### src/rtl/dcache_coherence_agent.sv
// Per-CPU MSI data-cache coherence agent: 16-set direct-mapped cache with two-word blocks.
// Latency: load/store hits complete in 0 cycles (combinational dhit in IDLE). A clean miss
// costs 1 cycle + 2 bus words + 1 hit cycle; a dirty miss adds 2 writeback words.
// Backpressure: bus beats advance only when dwait is low; the CPU holds its request until dhit.
// Snoops take priority over CPU requests and may abort a WB0/FILL0 that has not finished a word.
//
// Ports:
//   CLK, RST                         clock and synchronous active-high reset
//   dmemREN/dmemWEN/dmemaddr/dmemstore  CPU request (REN+WEN together is treated as a store)
//   dhit/dmemload                    CPU completion and load data
//   dREN/dWEN/daddr/dstore/dwait/dload  memory bus (fills and writebacks)
//   ccwait/ccsnoopaddr/ccinv         snoop request from the coherence controller
//   cctrans/ccwrite                  snoop response / read-exclusive marker on fills
module dcache_coherence_agent #(
  parameter int NSETS = 16
) (
  input  logic        CLK,
  input  logic        RST,
  input  logic        dmemREN,
  input  logic        dmemWEN,
  input  logic [31:0] dmemaddr,
  input  logic [31:0] dmemstore,
  output logic        dhit,
  output logic [31:0] dmemload,
  output logic        dREN,
  output logic        dWEN,
  output logic [31:0] daddr,
  output logic [31:0] dstore,
  input  logic        dwait,
  input  logic [31:0] dload,
  input  logic        ccwait,
  input  logic [31:0] ccsnoopaddr,
  input  logic        ccinv,
  output logic        cctrans,
  output logic        ccwrite
);

  localparam int IW = $clog2(NSETS);
  localparam int TW = 32 - 3 - IW;

  typedef enum logic [1:0] {F_I, F_S, F_M} fstate_t;
  typedef enum logic [2:0] {IDLE, SNOOP, SWB0, SWB1, WB0, WB1, FILL0, FILL1} state_t;

  // Frame storage: only the coherence state is reset; tags/data are don't-care while I.
  fstate_t         fst  [NSETS];
  logic [TW-1:0]   ftag [NSETS];
  logic [31:0]     fw0  [NSETS];
  logic [31:0]     fw1  [NSETS];

  state_t          state;
  logic [31:0]     snp_addr;   // snoop address captured on SNOOP entry
  logic            snp_inv;    // snoop invalidate flag captured on SNOOP entry
  logic [31:0]     fill_w0;    // first fill word, held until the block installs

  // CPU request lookup
  logic [IW-1:0]   ridx;
  logic [TW-1:0]   rtag;
  logic            rtag_match;
  logic            rvalid;
  logic            is_store;
  logic            is_load;
  logic            load_hit;
  logic            store_hit;
  logic            need_fill;
  logic            victim_dirty;
  logic [31:0]     rd_word;

  assign ridx         = dmemaddr[3 +: IW];
  assign rtag         = dmemaddr[31 -: TW];
  assign rtag_match   = (ftag[ridx] == rtag);
  assign rvalid       = (fst[ridx] != F_I);
  assign is_store     = dmemWEN;
  assign is_load      = dmemREN & ~dmemWEN;
  assign load_hit     = is_load & rvalid & rtag_match;
  // A store to an S block is an upgrade and must go to the bus for exclusivity.
  assign store_hit    = is_store & rtag_match & (fst[ridx] == F_M);
  assign need_fill    = (dmemREN | dmemWEN) & ~(load_hit | store_hit);
  assign victim_dirty = (fst[ridx] == F_M) & ~rtag_match;
  assign rd_word      = dmemaddr[2] ? fw1[ridx] : fw0[ridx];

  // Snoop lookup, always against the captured snoop address
  logic [IW-1:0]   sidx;
  logic            s_hit;
  logic            s_m;

  assign sidx  = snp_addr[3 +: IW];
  assign s_hit = (fst[sidx] != F_I) && (ftag[sidx] == snp_addr[31 -: TW]);
  assign s_m   = s_hit && (fst[sidx] == F_M);

  logic unused_addr_bits;
  assign unused_addr_bits = ^{dmemaddr[1:0], snp_addr[2:0]};

  // Outputs are decoded from state so they stay stable while dwait is high.
  always_comb begin
    dhit     = 1'b0;
    dmemload = 32'h0;
    dREN     = 1'b0;
    dWEN     = 1'b0;
    daddr    = 32'h0;
    dstore   = 32'h0;
    cctrans  = 1'b0;
    ccwrite  = 1'b0;
    case (state)
      IDLE: begin
        if (!ccwait) begin
          dhit     = load_hit | store_hit;
          dmemload = load_hit ? rd_word : 32'h0;
        end
      end
      SNOOP: begin
        cctrans = 1'b1;
        ccwrite = s_m;
      end
      SWB0: begin
        cctrans = 1'b1;
        ccwrite = 1'b1;
        dWEN    = 1'b1;
        daddr   = {snp_addr[31:3], 3'b000};
        dstore  = fw0[sidx];
      end
      SWB1: begin
        cctrans = 1'b1;
        ccwrite = 1'b1;
        dWEN    = 1'b1;
        daddr   = {snp_addr[31:3], 3'b100};
        dstore  = fw1[sidx];
      end
      WB0: begin
        // A pending snoop drops the bus request immediately (abort).
        if (!ccwait) begin
          dWEN   = 1'b1;
          daddr  = {ftag[ridx], ridx, 3'b000};
          dstore = fw0[ridx];
        end
      end
      WB1: begin
        dWEN   = 1'b1;
        daddr  = {ftag[ridx], ridx, 3'b100};
        dstore = fw1[ridx];
      end
      FILL0: begin
        if (!ccwait) begin
          dREN    = 1'b1;
          daddr   = {dmemaddr[31:3], 3'b000};
          ccwrite = dmemWEN;
        end
      end
      FILL1: begin
        dREN    = 1'b1;
        daddr   = {dmemaddr[31:3], 3'b100};
        ccwrite = dmemWEN;
      end
      default: begin
      end
    endcase
  end

  // Control FSM plus frame coherence state
  always_ff @(posedge CLK) begin
    if (RST) begin
      state    <= IDLE;
      snp_addr <= 32'h0;
      snp_inv  <= 1'b0;
      fill_w0  <= 32'h0;
      for (int i = 0; i < NSETS; i++) fst[i] <= F_I;
    end else begin
      case (state)
        IDLE: begin
          if (ccwait) begin
            state    <= SNOOP;
            snp_addr <= ccsnoopaddr;
            snp_inv  <= ccinv;
          end else if (need_fill) begin
            state <= victim_dirty ? WB0 : FILL0;
          end
        end
        SNOOP: begin
          if (s_m) begin
            state <= SWB0;
          end else begin
            if (s_hit && snp_inv) fst[sidx] <= F_I;
            state <= IDLE;
          end
        end
        SWB0: if (!dwait) state <= SWB1;
        SWB1: begin
          if (!dwait) begin
            fst[sidx] <= snp_inv ? F_I : F_S;
            state     <= IDLE;
          end
        end
        WB0: begin
          if (ccwait) begin
            state    <= SNOOP;
            snp_addr <= ccsnoopaddr;
            snp_inv  <= ccinv;
          end else if (!dwait) begin
            state <= WB1;
          end
        end
        // The victim stays M after writeback; an aborted fill simply rewrites it later.
        WB1: if (!dwait) state <= FILL0;
        FILL0: begin
          if (ccwait) begin
            state    <= SNOOP;
            snp_addr <= ccsnoopaddr;
            snp_inv  <= ccinv;
          end else if (!dwait) begin
            fill_w0 <= dload;
            state   <= FILL1;
          end
        end
        FILL1: begin
          if (!dwait) begin
            fst[ridx] <= dmemWEN ? F_M : F_S;
            state     <= IDLE;
          end
        end
        default: state <= IDLE;
      endcase
    end
  end

  // Tag and data arrays; writes during reset are harmless since every frame goes I.
  always_ff @(posedge CLK) begin
    if (state == IDLE && !ccwait && store_hit) begin
      if (dmemaddr[2]) fw1[ridx] <= dmemstore;
      else             fw0[ridx] <= dmemstore;
    end
    if (state == FILL1 && !dwait) begin
      ftag[ridx] <= rtag;
      fw0[ridx]  <= (dmemWEN && !dmemaddr[2]) ? dmemstore : fill_w0;
      fw1[ridx]  <= (dmemWEN &&  dmemaddr[2]) ? dmemstore : dload;
    end
  end

endmodule

### config.mk
export PLATFORM = sky130hd
export DESIGN_NAME = dcache_coherence_agent
export DESIGN_NICKNAME = d
export VERILOG_FILES = /design/src/rtl/dcache_coherence_agent.sv
export SDC_FILE = /design/constraint.sdc
export NUM_CORES = 2
export LEC_CHECK = 0
export ABC_CLOCK_PERIOD_IN_PS = 6500
export BUFFER_PORTS_ARGS = -buffer_cell sky130_fd_sc_hd__buf_2
export CAP_MARGIN = 20
export CORE_MARGIN = 10
export CORE_UTILIZATION = 57
export CTS_BUF_LIST = sky130_fd_sc_hd__clkbuf_16
export DETAILED_ROUTE_END_ITERATION = 6
export PLACE_DENSITY_LB_ADDON = 0.15
export SLEW_MARGIN = 20
export SYNTH_ARGS = -nofsm -noshare
export SYNTH_HDL_FRONTEND = slang
export SYNTH_SLANG_ARGS = --single-unit
### constraint.sdc
create_clock -name CLK -period 6.5 [get_ports CLK]
set_input_delay 0.975 -clock CLK [delete_from_list [all_inputs] [get_ports CLK]]
set_output_delay 0.975 -clock CLK [all_outputs]
set_load 0.02 [all_outputs]
==> flow_summary.yaml <==
placement:
  gp_congestion: 0.9112
  port_buffers: 228
  post-dp-hpwl_um: 129300
  dp.cells: 5524
cts:
  ctsResizeCount: 0
  cts_buffer_depth: 3
  cts_setup_buffers: 0
  cts_root_buf: "clkbuf_16"
  cts.clk_slew.worst_paths_ns: 0.06
  numCtsBuffers: 159
  htree_levels: 4
  cts_hold_buf: 0
  cts_sinks: 1525
  cts_tree: "built"
  clk_latency_ns: 0.79
global_routing:
  grt_pass1_wl_um: 309600
  antenna_found_initial: 17
  grt_max_degree: 138
  gr-total-overflow: 0
  grt_pass1_vias: 43220
  track_usage_pct: 30.64
drt:
  routed_via_density: 7.252
  drc: 0
  routedWlPerCell_um: 37.27
  detail_route.wirelength_um: 217000
  drt_iter0_markers: 5741
  drtAntennaViolNets: 0
  firstDrtPassIters: 7
  dr_total_vias: 42210
synth:
  yosysUniqueCellTypes: 65
  ys.flop_type: "edfxtp_1"
  yosys.cell_count.top_type: "edfxtp_1"
  synth-seq-cells: 1525
  avgSynthCellArea_sq_um: 19.14
  netlist.area_leader.share_pct: 60.06
  yosys_warnings: 0
  ys_seq_area_share_pct: 61.96
  synth_area_leader_cell: "edfxtp_1"
  synth_area_leaders: "edfxtp_1 (60%), mux4_2 (26%), mux2i_1 (2.1%)"
  synth_commonest_cells: "edfxtp_1 (1,456), mux4_2 (842), nand2_1 (189)"
  synth-edff-count: 1456
  netlist_instances: 3803
  syn_area_sq_mm: 0.07279
  synth-async-reset-ratio_pct: 0
sta:
  slew_headroom_pct: 20.51
  layout_min_cycle_time_ns: 6.188
  timing.setup.tns_ns: 0
  setup_violations: 0
  fin_worst_skew_ns: 0.02649
  post-route-period-util_pct: 95.20
  timing.hold.ws_ns: 0.4203
  rsz0062_at_grt: "no"
  worstMarginPinSlew_ns: 1.192
  hold_viol: 0
  slew_violations: 0
  max_freq_mhz: 161.6
worst_setup_path:
  crit_path_start: "dmemaddr[3]"
  cp.arrival_ns: 5.21
  start_kind: "input port"
  cp_data_required_time_ns: 5.52
  critPathKind: "in -> out"
  cpLargestDelayFamily: "buffers and inverters"
  critPathSlowestCell: "mux2i_1"
  cp_num_buf_inv: 6
  critPathCaptureType: "output port"
  critPathMaxStageDelay_ns: 0.71
  cp_cell_sequence: "buf_8, buf_12, buf_4, buf_12, mux4_2, mux4_2, mux2i_1, nor2_1, buf_4, buf_2"
  r2r_slack_ns: 1.73
  cp_max_fo: 95
worst_hold_path:
  hp-class: "in -> reg"
  hp-start: "ccsnoopaddr[27]"
pwr:
  leakage_nw: 26.25
  p_per_area_mw_per_mm2: 293.8
  ir_drop_mv: 0.2877
layout:
  area_growth_pct: 12.73
  nets: 4158
  drive_above_1_share_pct: 38.40
  final_cells: 5821
  fillCellCount: 8600
floorplan:
  die_x_um: 377.4
  die_h_um: 377.4
  rows: 131
  num_io_pins: 236
  start_util_pct: 57.23
  coreArea_sq_mm: 0.1272
  die-area_sq_mm: 0.1424
flow_run:
  drv_cap: 0
status:
  status: "complete, no violations"
==> cells in the final DEF (no fill, tap or decap), types with 78 or more instances in the layout <==
| cell type | synthesis | final |
|---|---|---|
| inv_1 | 79 | 103 |
| mux4_2 | 842 | 842 |
| edfxtp_1 | 1456 | 1456 |
| nand2_1 | 189 | 188 |
| nor2_1 | 125 | 105 |
| mux2_2 | 80 | 80 |
| clkbuf_16 | 0 | 161 |
| a21oi_1 | 79 | 78 |
| mux2i_1 | 153 | 153 |
| buf_2 | 35 | 225 |
| buf_4 | 15 | 96 |
==> sequential cells by signal, indices dropped and copies added, names as in the netlist, named ones only <==
register  cells
snp_addr     29
fst          32
fw0         512
snp_inv       1
fill_w0      32
fw1         512
state         3
ftag        400
==> worst register-to-register path: cells and delay by family, from the launching register on <==
family                    cells  cell delay [ns]
muxes                         2             0.98
DFF                           1             0.69
buffers and inverters         1             0.39
AOI/OAI and AO/OA             2             0.91
xor gates and xnor gates      1             0.17
and+or+nand+nor               3             1.33
==> area by class of cell <==
class | instances | area [sq um] | share of cell area, %
flip-flops and latches | 1525 | 45110 | 54.98
repair buffers | 367 | 2749 | 3.350
clock buffers | 161 | 4029 | 4.910
clock inverters | 133 | 1305 | 1.590
multi-input cells | 1889 | 26450 | 32.24
inverters | 81 | 319.1 | 0.3888
well taps | 1662 | 2079 | 2.534
diodes | 3 | 7.507 | 0.009149
==> cell families (layout without fill, tap and decap cells) <==
family	Yosys count	after routing	share of synthesized area (%)
DFF	1525	1525	61.96
other	1	5	0.005152
muxes	1075	1075	29.39
xor gates and xnor gates	52	52	0.6257
buffers and inverters	390	742	2.243
AOI/OAI and AO/OA	300	300	2.936
and+or+nand+nor	460	460	2.836
==> power by group <==
group          internal (W)  switching (W)  total [W]
Combinational       0.00156        0.00228    0.00384
Clock               0.00547        0.00386    0.00933
Sequential           0.0108       0.000120     0.0109
Total                0.0178        0.00627     0.0241
==> metal layers <==
layer  GRT usage (%)  vias up  wire length, um
li1                -    16670                -
met1           40.43    22080            76810
met2           47.72     2847           101900
met3           8.058      590            25960
met4           14.83       22            12080
met5               0        -              185
==> path summary, 6_finish.rpt <==
kind,endpoint,cells past startpoint
worst max-delay path,dmemload[19],10
worst min register to register,fill_w0[4]$_SDFFE_PP0P_,2
worst max register to register,fst[7][1]$_SDFFCE_PN0P_,9
worst min-delay path,snp_addr[27]$_SDFFE_PP0P_,3
==> through the flow <==
stage / power [W] / setup WS (ns) / util, % / instance area [sq um]
final: 0.02411 / 0.3119 / 64.51 / 82060
after global routing: 0.02479 / 0.002458 / 64.51 / 82050
after CTS: 0.02416 / 0.2023 / 64.50 / 82040
after detailed placement: 0.01494 / 0.2108 / 60.31 / 76700
after global placement: 0.01492 / 0.2276 / 60.30 / 76690
after floorplan: 0.01359 / -0.5133 / - / 72810
(Power assumes the default switching activity.)
